**src/rtl/fetch_sequencer_pkg.sv**
```systemverilog
// Shared definitions for the fetch sequencer: sequencer state encoding and the
// default address/instruction widths, reset PC and fetch timeout.
package fetch_sequencer_pkg;

  localparam int unsigned DefaultAddrW        = 16;
  localparam int unsigned DefaultInstrW       = 16;
  localparam int unsigned DefaultResetPc      = 0;
  localparam int unsigned DefaultFetchTimeout = 15;

  typedef enum logic [1:0] {
    StIdle  = 2'd0,
    StReq   = 2'd1,
    StIssue = 2'd2,
    StHalt  = 2'd3
  } state_e;

endpackage

```
**src/rtl/fetch_sequencer_if.sv**
```systemverilog
// Bus bundle between the fetch sequencer, instruction memory and decode.
//   imem_*       : fetch request/acknowledge to instruction memory
//   instr_*/pc_o : instruction presented to decode (valid/ready)
//   branch_i, target_i, halt_i : decode verdict, sampled at the decode handshake
//   halted_o     : sequencer stopped
//   fault_o      : fetch timeout, present only when FETCH_TIMEOUT_EN is defined
// Modport master is the sequencer side, slave is the memory/decode side.
interface fetch_sequencer_if
  import fetch_sequencer_pkg::*;
#(
  parameter int unsigned ADDR_W  = DefaultAddrW,
  parameter int unsigned INSTR_W = DefaultInstrW
);

  logic               imem_req_o;
  logic [ADDR_W-1:0]  imem_addr_o;
  logic               imem_ack_i;
  logic [INSTR_W-1:0] imem_data_i;
  logic [INSTR_W-1:0] instr_o;
  logic               instr_valid_o;
  logic               instr_ready_i;
  logic [ADDR_W-1:0]  pc_o;
  logic               branch_i;
  logic [ADDR_W-1:0]  target_i;
  logic               halt_i;
  logic               halted_o;
`ifdef FETCH_TIMEOUT_EN
  logic               fault_o;
`endif

  modport master (
    output imem_req_o, imem_addr_o,
    input  imem_ack_i, imem_data_i,
    output instr_o, instr_valid_o, pc_o,
    input  instr_ready_i, branch_i, target_i, halt_i,
    output halted_o
`ifdef FETCH_TIMEOUT_EN
    , output fault_o
`endif
  );

  modport slave (
    input  imem_req_o, imem_addr_o,
    output imem_ack_i, imem_data_i,
    input  instr_o, instr_valid_o, pc_o,
    output instr_ready_i, branch_i, target_i, halt_i,
    input  halted_o
`ifdef FETCH_TIMEOUT_EN
    , input fault_o
`endif
  );

endinterface

```
**src/rtl/fetch_watchdog.sv**
```systemverilog
// Fetch timeout watchdog, built only when FETCH_TIMEOUT_EN is defined.
// Counts request cycles that pass without an acknowledge and flags expiry in
// the TIMEOUT-th such cycle.
//   clk_i, rst_i : clock, synchronous active-high reset
//   start_i      : entering a new request (clears the count)
//   active_i     : a request is outstanding this cycle
//   ack_i        : memory acknowledge
//   expired_o    : this request cycle is the last one allowed
`ifdef FETCH_TIMEOUT_EN
module fetch_watchdog #(
  parameter int unsigned TIMEOUT = 15
) (
  input  logic clk_i,
  input  logic rst_i,
  input  logic start_i,
  input  logic active_i,
  input  logic ack_i,
  output logic expired_o
);

  localparam int unsigned CntW = $clog2(TIMEOUT + 1);

  logic [CntW-1:0] cnt_q;

  // cnt_q holds the number of ack-less request cycles already completed, so
  // the count reaches TIMEOUT during the cycle in which cnt_q == TIMEOUT-1.
  assign expired_o = active_i && (cnt_q == CntW'(TIMEOUT - 1));

  always_ff @(posedge clk_i) begin
    if (rst_i || start_i) begin
      cnt_q <= '0;
    end else if (active_i && !ack_i && !expired_o) begin
      cnt_q <= cnt_q + CntW'(1);
    end
  end

endmodule
`endif

```
**src/rtl/fetch_sequencer.sv**
```systemverilog
// Program-counter and instruction-fetch sequencer. Fetches from instruction
// memory over req/ack, presents each word to decode over valid/ready, and at
// the decode handshake either redirects to the branch target, falls through
// to PC+1, or stops on HALT.
//   clk_i : clock (rising edge)
//   rst_i : synchronous active-high reset
//   bus   : fetch_sequencer_if.master (memory, decode and status signals)
// Optional build macro FETCH_TIMEOUT_EN adds a fetch watchdog: a request left
// unacknowledged for FETCH_TIMEOUT cycles raises the sticky fault_o and halts.
module fetch_sequencer
  import fetch_sequencer_pkg::*;
#(
  parameter int unsigned       ADDR_W   = DefaultAddrW,
  parameter int unsigned       INSTR_W  = DefaultInstrW,
  parameter logic [ADDR_W-1:0] RESET_PC = ADDR_W'(DefaultResetPc)
`ifdef FETCH_TIMEOUT_EN
  ,
  parameter int unsigned       FETCH_TIMEOUT = DefaultFetchTimeout
`endif
) (
  input logic               clk_i,
  input logic               rst_i,
  fetch_sequencer_if.master bus
);

  state_e             state_q;
  logic [ADDR_W-1:0]  pc_next_q;
  logic [ADDR_W-1:0]  pc_cur_q;
  logic [INSTR_W-1:0] instr_q;
  logic               expired;

`ifdef FETCH_TIMEOUT_EN
  logic fault_q;
  logic wd_start;
  logic wd_active;

  // A request starts on leaving IDLE or after an accepted decode handshake.
  assign wd_start  = (state_q == StIdle) || ((state_q == StIssue) && bus.instr_ready_i);
  assign wd_active = (state_q == StReq);

  fetch_watchdog #(
    .TIMEOUT (FETCH_TIMEOUT)
  ) u_watchdog (
    .clk_i     (clk_i),
    .rst_i     (rst_i),
    .start_i   (wd_start),
    .active_i  (wd_active),
    .ack_i     (bus.imem_ack_i),
    .expired_o (expired)
  );

  assign bus.fault_o = fault_q;
`else
  assign expired = 1'b0;
`endif

  always_ff @(posedge clk_i) begin
    if (rst_i) begin
      state_q   <= StIdle;
      pc_next_q <= RESET_PC;
      pc_cur_q  <= RESET_PC;
      instr_q   <= '0;
`ifdef FETCH_TIMEOUT_EN
      fault_q   <= 1'b0;
`endif
    end else begin
      case (state_q)
        StIdle: state_q <= StReq;
        StReq: begin
          // An ack arriving in the expiry cycle is dropped.
          if (expired) begin
            state_q <= StHalt;
`ifdef FETCH_TIMEOUT_EN
            fault_q <= 1'b1;
`endif
          end else if (bus.imem_ack_i) begin
            instr_q   <= bus.imem_data_i;
            pc_cur_q  <= pc_next_q;
            pc_next_q <= pc_next_q + ADDR_W'(1);
            state_q   <= StIssue;
          end
        end
        StIssue: begin
          if (bus.instr_ready_i) begin
            // Target still loads on HALT so imem_addr_o shows where it would go.
            if (bus.branch_i) pc_next_q <= bus.target_i;
            state_q <= bus.halt_i ? StHalt : StReq;
          end
        end
        StHalt:  state_q <= StHalt;
        default: state_q <= StIdle;
      endcase
    end
  end

  assign bus.imem_req_o    = (state_q == StReq);
  assign bus.imem_addr_o   = pc_next_q;
  assign bus.instr_valid_o = (state_q == StIssue);
  assign bus.instr_o       = instr_q;
  assign bus.pc_o          = pc_cur_q;
  assign bus.halted_o      = (state_q == StHalt);

endmodule

```
**src/flat_wrapper.sv**
```systemverilog
// flat-port wrapper written by rule: the top's interface ports become plain ports
module fetch_sequencer_flat import fetch_sequencer_pkg::*;
#(
  parameter int unsigned       ADDR_W   = DefaultAddrW,
  parameter int unsigned       INSTR_W  = DefaultInstrW,
  parameter logic [ADDR_W-1:0] RESET_PC = ADDR_W'(DefaultResetPc)

)
  (clk_i, rst_i, bus_imem_req_o, bus_imem_addr_o, bus_imem_ack_i, bus_imem_data_i, bus_instr_o, bus_instr_valid_o, bus_pc_o, bus_instr_ready_i, bus_branch_i, bus_target_i, bus_halt_i, bus_halted_o);
  fetch_sequencer_if #(.ADDR_W(ADDR_W), .INSTR_W(INSTR_W)) bus_i ();
  input logic clk_i;
  input logic rst_i;
  output wire logic [$bits(bus_i.imem_req_o)-1:0] bus_imem_req_o;
  output wire logic [$bits(bus_i.imem_addr_o)-1:0] bus_imem_addr_o;
  input wire logic [$bits(bus_i.imem_ack_i)-1:0] bus_imem_ack_i;
  input wire logic [$bits(bus_i.imem_data_i)-1:0] bus_imem_data_i;
  output wire logic [$bits(bus_i.instr_o)-1:0] bus_instr_o;
  output wire logic [$bits(bus_i.instr_valid_o)-1:0] bus_instr_valid_o;
  output wire logic [$bits(bus_i.pc_o)-1:0] bus_pc_o;
  input wire logic [$bits(bus_i.instr_ready_i)-1:0] bus_instr_ready_i;
  input wire logic [$bits(bus_i.branch_i)-1:0] bus_branch_i;
  input wire logic [$bits(bus_i.target_i)-1:0] bus_target_i;
  input wire logic [$bits(bus_i.halt_i)-1:0] bus_halt_i;
  output wire logic [$bits(bus_i.halted_o)-1:0] bus_halted_o;
  assign bus_imem_req_o = bus_i.imem_req_o;
  assign bus_imem_addr_o = bus_i.imem_addr_o;
  assign bus_i.imem_ack_i = bus_imem_ack_i;
  assign bus_i.imem_data_i = bus_imem_data_i;
  assign bus_instr_o = bus_i.instr_o;
  assign bus_instr_valid_o = bus_i.instr_valid_o;
  assign bus_pc_o = bus_i.pc_o;
  assign bus_i.instr_ready_i = bus_instr_ready_i;
  assign bus_i.branch_i = bus_branch_i;
  assign bus_i.target_i = bus_target_i;
  assign bus_i.halt_i = bus_halt_i;
  assign bus_halted_o = bus_i.halted_o;
  fetch_sequencer #(.ADDR_W(ADDR_W), .INSTR_W(INSTR_W), .RESET_PC(RESET_PC)) u_core (.clk_i(clk_i), .rst_i(rst_i), .bus(bus_i));
endmodule
```
**config.mk**
```make
export PLATFORM = sky130hd
export DESIGN_NAME = fetch_sequencer_flat
export DESIGN_NICKNAME = d
export VERILOG_FILES = /design/src/rtl/fetch_sequencer_pkg.sv /design/src/rtl/fetch_sequencer_if.sv /design/src/rtl/fetch_watchdog.sv /design/src/rtl/fetch_sequencer.sv /design/src/flat_wrapper.sv
export SDC_FILE = /design/constraint.sdc
export NUM_CORES = 1
export LEC_CHECK = 0
export CAP_MARGIN = 25
export CORE_ASPECT_RATIO = 1.4
export CORE_MARGIN = 5
export CORE_UTILIZATION = 26
export CTS_CLUSTER_DIAMETER = 120
export CTS_CLUSTER_SIZE = 10
export DETAILED_ROUTE_END_ITERATION = 7
export PLACE_DENSITY = 0.53
export RECOVER_POWER = 100
export SETUP_SLACK_MARGIN = 0.2
export SLEW_MARGIN = 20
export SYNTH_ARGS = -nofsm -noshare
export SYNTH_HDL_FRONTEND = slang
export SYNTH_SLANG_ARGS = --single-unit
```
**constraint.sdc**
```tcl
create_clock -name clk_i -period 2.4 [get_ports clk_i]
set_input_delay 0.72 -clock clk_i [delete_from_list [all_inputs] [get_ports clk_i]]
set_output_delay 0.72 -clock clk_i [all_outputs]
set_load 0.01 [all_outputs]
```
### Yosys cells after proc, flatten, opt, wreduce, memory -nomap -nowiden

Cells that the tools add are included.

* register bits after elaboration: 50
* bits of input ports: 38
* output and inout port bits: 51
* logic and storage cells: 24

* add/sub/neg operators: 1
* eq/ne operators: 6
* multiplexer cells: 8
* reduce and logical (&&, ||, !) cells: 5

Operators with widths (count)
* 16-bit 2-to-1 mux: 3
* 16-bit case mux with 2 select lines: 1
* 16-bit by 1-bit adder with 16-bit output (second input constant): 1
* 2-bit case mux with 4 select lines: 1
* 2-bit 2-to-1 mux: 3
* 2-bit by 1-bit inequality test with 1-bit output (second input constant): 3
* 2-bit == test (second input constant): 2
* 2-bit AND reduction: 2
* 4-bit AND reduction: 1
* 2-bit by 1-bit == test with 1-bit output (second input constant): 1
* 2-bit zero test: 1
* 2-bit nonzero test: 1

### Longest topological paths before layout

* word-level depth: 3
* gate-level depth with buffers: 8
* gate-level depth less buffers: 5

### Least setup slack after synthesis

No wires, ideal clock.

* kind: register to register
* start point: register u_core.pc_next_q[0] (netlist: u_core.bus.imem_addr_o[0])
* end point: register u_core.pc_next_q[14] (netlist: u_core.bus.imem_addr_o[14])
* setup time: 74 ps
* arrival: 1949 ps
* data required time: 2326 ps
* slack: 377 ps
* cell stages (with the launch flop): 6
* path buffers: 0
* cell sequence: dfxtp_1 ha_1 nand4_4 or4_4 or4_1 a31oi_1

* cells in the longest elaborated chain, start to end: 3

RTL lines
* start, declared: RTL line fetch_sequencer.sv:27 `logic [ADDR_W-1:0] pc_next_q;`
* start signal, assigned: RTL line fetch_sequencer.sv:79 `pc_next_q <= pc_next_q + ADDR_W'(1);`
* start signal, assigned: RTL line fetch_sequencer.sv:86 `if (bus.branch_i) pc_next_q <= bus.target_i;`
* 16-bit by 1-bit adder with 16-bit output: RTL line fetch_sequencer.sv:79
* 16-bit 2-to-1 mux: RTL line fetch_sequencer.sv:76 `end else if (bus.imem_ack_i) begin`
* 16-bit case mux with 2 select lines: RTL line fetch_sequencer.sv:67 `case (state_q)`

Every way passes these cells. The select of a mux whose other input is x is not followed.
A chain may end at the register's enable or synchronous reset.

### Final worst setup path

* start point: register u_core.pc_next_q[3] (netlist: u_core.bus.imem_addr_o[3])
* end point: output port bus_imem_addr_o[3]

RTL lines
* end, declared: RTL line flat_wrapper.sv:14 `output wire logic [$bits(bus_i.imem_addr_o)-1:0] bus_imem_addr_o;`

No word-level cell between the ends.

==> out/qor.yml <==
yosys:
  async_flop_share: 0
  syn_inst: 296
  synth-edff-count: 0
  synth-seq-area-share: 0.444
  synth_warnings: 0
  synth_flop_cell: "dfxtp_1"
  syn_area_per_cell_um2: 7.62
  synth_cell_types: 38
  ys_seq_elements: 50
  synth_area_mm2: 0.00226
  syn-num-nets: 335
routing:
  vias_per_cell: 4.74
  wl_per_cell_um: 14.6
  vias: 2331
  final_antenna_net_count: 0
  routed_wl_um: 7170
  drt_iter0_drc: 87
  drc_errors: 0
  drt_pass1_iterations: 4
finish:
  utilization: 0.407
  antenna_cells: 0
  nets: 425
  final_common_cell: "nand2_1"
  area_delta_synth_final_pct: 54.5
  fillers: 870
  layout_common_cells: "nand2_1, dlygate4sd3_1, dfxtp_1"
  drive_above_1_share: 0.0827
setup_path:
  worstPathCellList: "dlygate4sd3_1"
  crit_path_max_fanout: 8
  end_kind: "primary output"
  cpPeakStageDelay_ps: 660
  critPathArrivalTime_ps: 1460
  required_ps: 1680
  crit_family: "buffers and inverters"
  path_buf_inv: 1
  path_class: "reg -> out"
  crit_slowest_cell: "dlygate4sd3_1"
  timing.critical_path.from_type: "flip-flop"
global_route:
  globalRouteOverflowTotal: 0
  grt_util_all_layers: 0.138
  antenna_found_initial: 0
  grt_pass1_wl_um: 11700
  grt_max_degree: 29
  grt_pass1_vias: 2315
clocking:
  cts_tree: "yes"
  clkSinkCount: 50
  clk_latency_ps: 290
  cts_buffers: 5
  clk_pin_slew_worst_paths_ps: 70
  cts.htree.levels: 2
  clk_path_buf_depth: 2
  cts_setup_buffers: 0
  clock-root-buffer: "clkbuf_16"
timing:
  fin_skew_ps: 6.01
  setup_ws_ps: 216
  slew_headroom: 0.571
  tightestPinTransition_ps: 644
  slew_viol_final: 0
  hold_violations: 0
  setup_tns_ps: 0
  setup_viol: 0
  period_share: 0.910
  rsz0062_at_grt: "false"
  period_minus_slack_ps: 2180
  fmax_mhz: 458
run:
  drv_cap: 0
pwr:
  power_density_mw_per_mm2: 580
  leakage_nw: 1.32
  irDropWorstVdd_v: 0.000315
die:
  ios: 89
  die-area_mm2: 0.0107
  start_util: 0.264
  rows: 40
  die_y_um: 120
  core_mm2: 0.00856
  die_w_um: 88.7
run_status:
  status: "finished, final reports clean"
min_path:
  hp-class: "reg -> reg"
placed_design:
  pre_cts_slack_ps: 171
  dpl.hpwl_um: 5300
  routabilityCongestion: 0.780
  port_buffers: 88
## routing by layer
layer  GRT usage  wire length [um]
met2       0.234              3670
met1       0.173              2990
met3      0.0252               410
met5           0                 0
met4      0.0425               103
## stage by stage
| stage | instance area [um2] | instances | hold slack [ps] | total power [mW] |
|---|---|---|---|---|
| 5_1_grt | 3480 | 492 | 474 | 2.11 |
| 4_1_cts | 3500 | 492 | 459 | 2.08 |
| 6_report | 3480 | 492 | 451 | 2.02 |
| 3_5_place_dp | 3320 | 484 | 449 | 1.22 |
| 2_1_floorplan | 2260 | 296 | 481 | 1.03 |
| 3_3_place_gp | 3320 | 484 | 442 | 1.22 |
## path summary, 6_finish.rpt
kind	start	endpoint	slack, ps	cells after the start
min	u_core.bus.instr_o[5]	u_core.bus.instr_o[5]	450	2
min reg2reg	u_core.bus.instr_o[5]	u_core.bus.instr_o[5]	450	2
max reg2reg	u_core.bus.imem_addr_o[0]	u_core.bus.imem_addr_o[14]	400	5
max	u_core.bus.imem_addr_o[3]	bus_imem_addr_o[3]	220	1
## kinds of logic after synthesis
kind of cell / synth area share
muxes: 0.0177
and+or+nand+nor: 0.294
buffers and inverters: 0.0444
adders and majority gates: 0.00555
DFF: 0.444
AOI/OAI and AO/OA: 0.195
## flip-flops by register name, indices dropped and copies added, names as in the netlist
register	flops
u_core.bus.imem_addr_o	16
u_core.bus.instr_o	16
u_core.bus.pc_o	16
u_core.state_q	2
## power breakdown
group          internal (mW)  leakage (nW)  total [mW]  switching, mW
Combinational          0.149         0.829       0.293          0.143
Sequential             0.860         0.406       0.887         0.0267
Clock                  0.524        0.0875       0.841          0.317
Total                   1.53          1.32        2.02          0.487
## cell usage after synthesis (3+ instances only)
master / instances / area (um2)
nand3_1: 11 / 55.1
and2_0: 3 / 18.8
dfxtp_1: 50 / 1000
a21oi_1: 40 / 200
nand2_1: 79 / 297
nor2_1: 12 / 45.0
mux2i_1: 4 / 40.0
and2_1: 9 / 56.3
a31oi_1: 9 / 56.3
nor4_1: 4 / 25.0
nand4_1: 5 / 31.3
nor3_1: 4 / 20.0
clkbuf_1: 19 / 71.3
o21ai_0: 13 / 65.1
inv_1: 4 / 15.0
a211oi_1: 3 / 22.5
## area by class of cell
| class | count | area [um2] | area share |
|---|---|---|---|
| clock buffers | 6 | 139 | 0.0399 |
| clock inverters | 2 | 38.8 | 0.0111 |
| inverters | 5 | 18.8 | 0.00539 |
| multi-input cells | 220 | 1160 | 0.332 |
| flip-flops and latches | 50 | 1000 | 0.288 |
| well taps | 105 | 131 | 0.0377 |
| repair buffers | 104 | 997 | 0.286 |
## what timing repair did
item                       4_1_cts  5_1_grt
hold buffers                     0        0
gates resized for setup          3        2
setup endpoints to repair        3        2
Note: power is estimated with default switching activity, not from simulation.
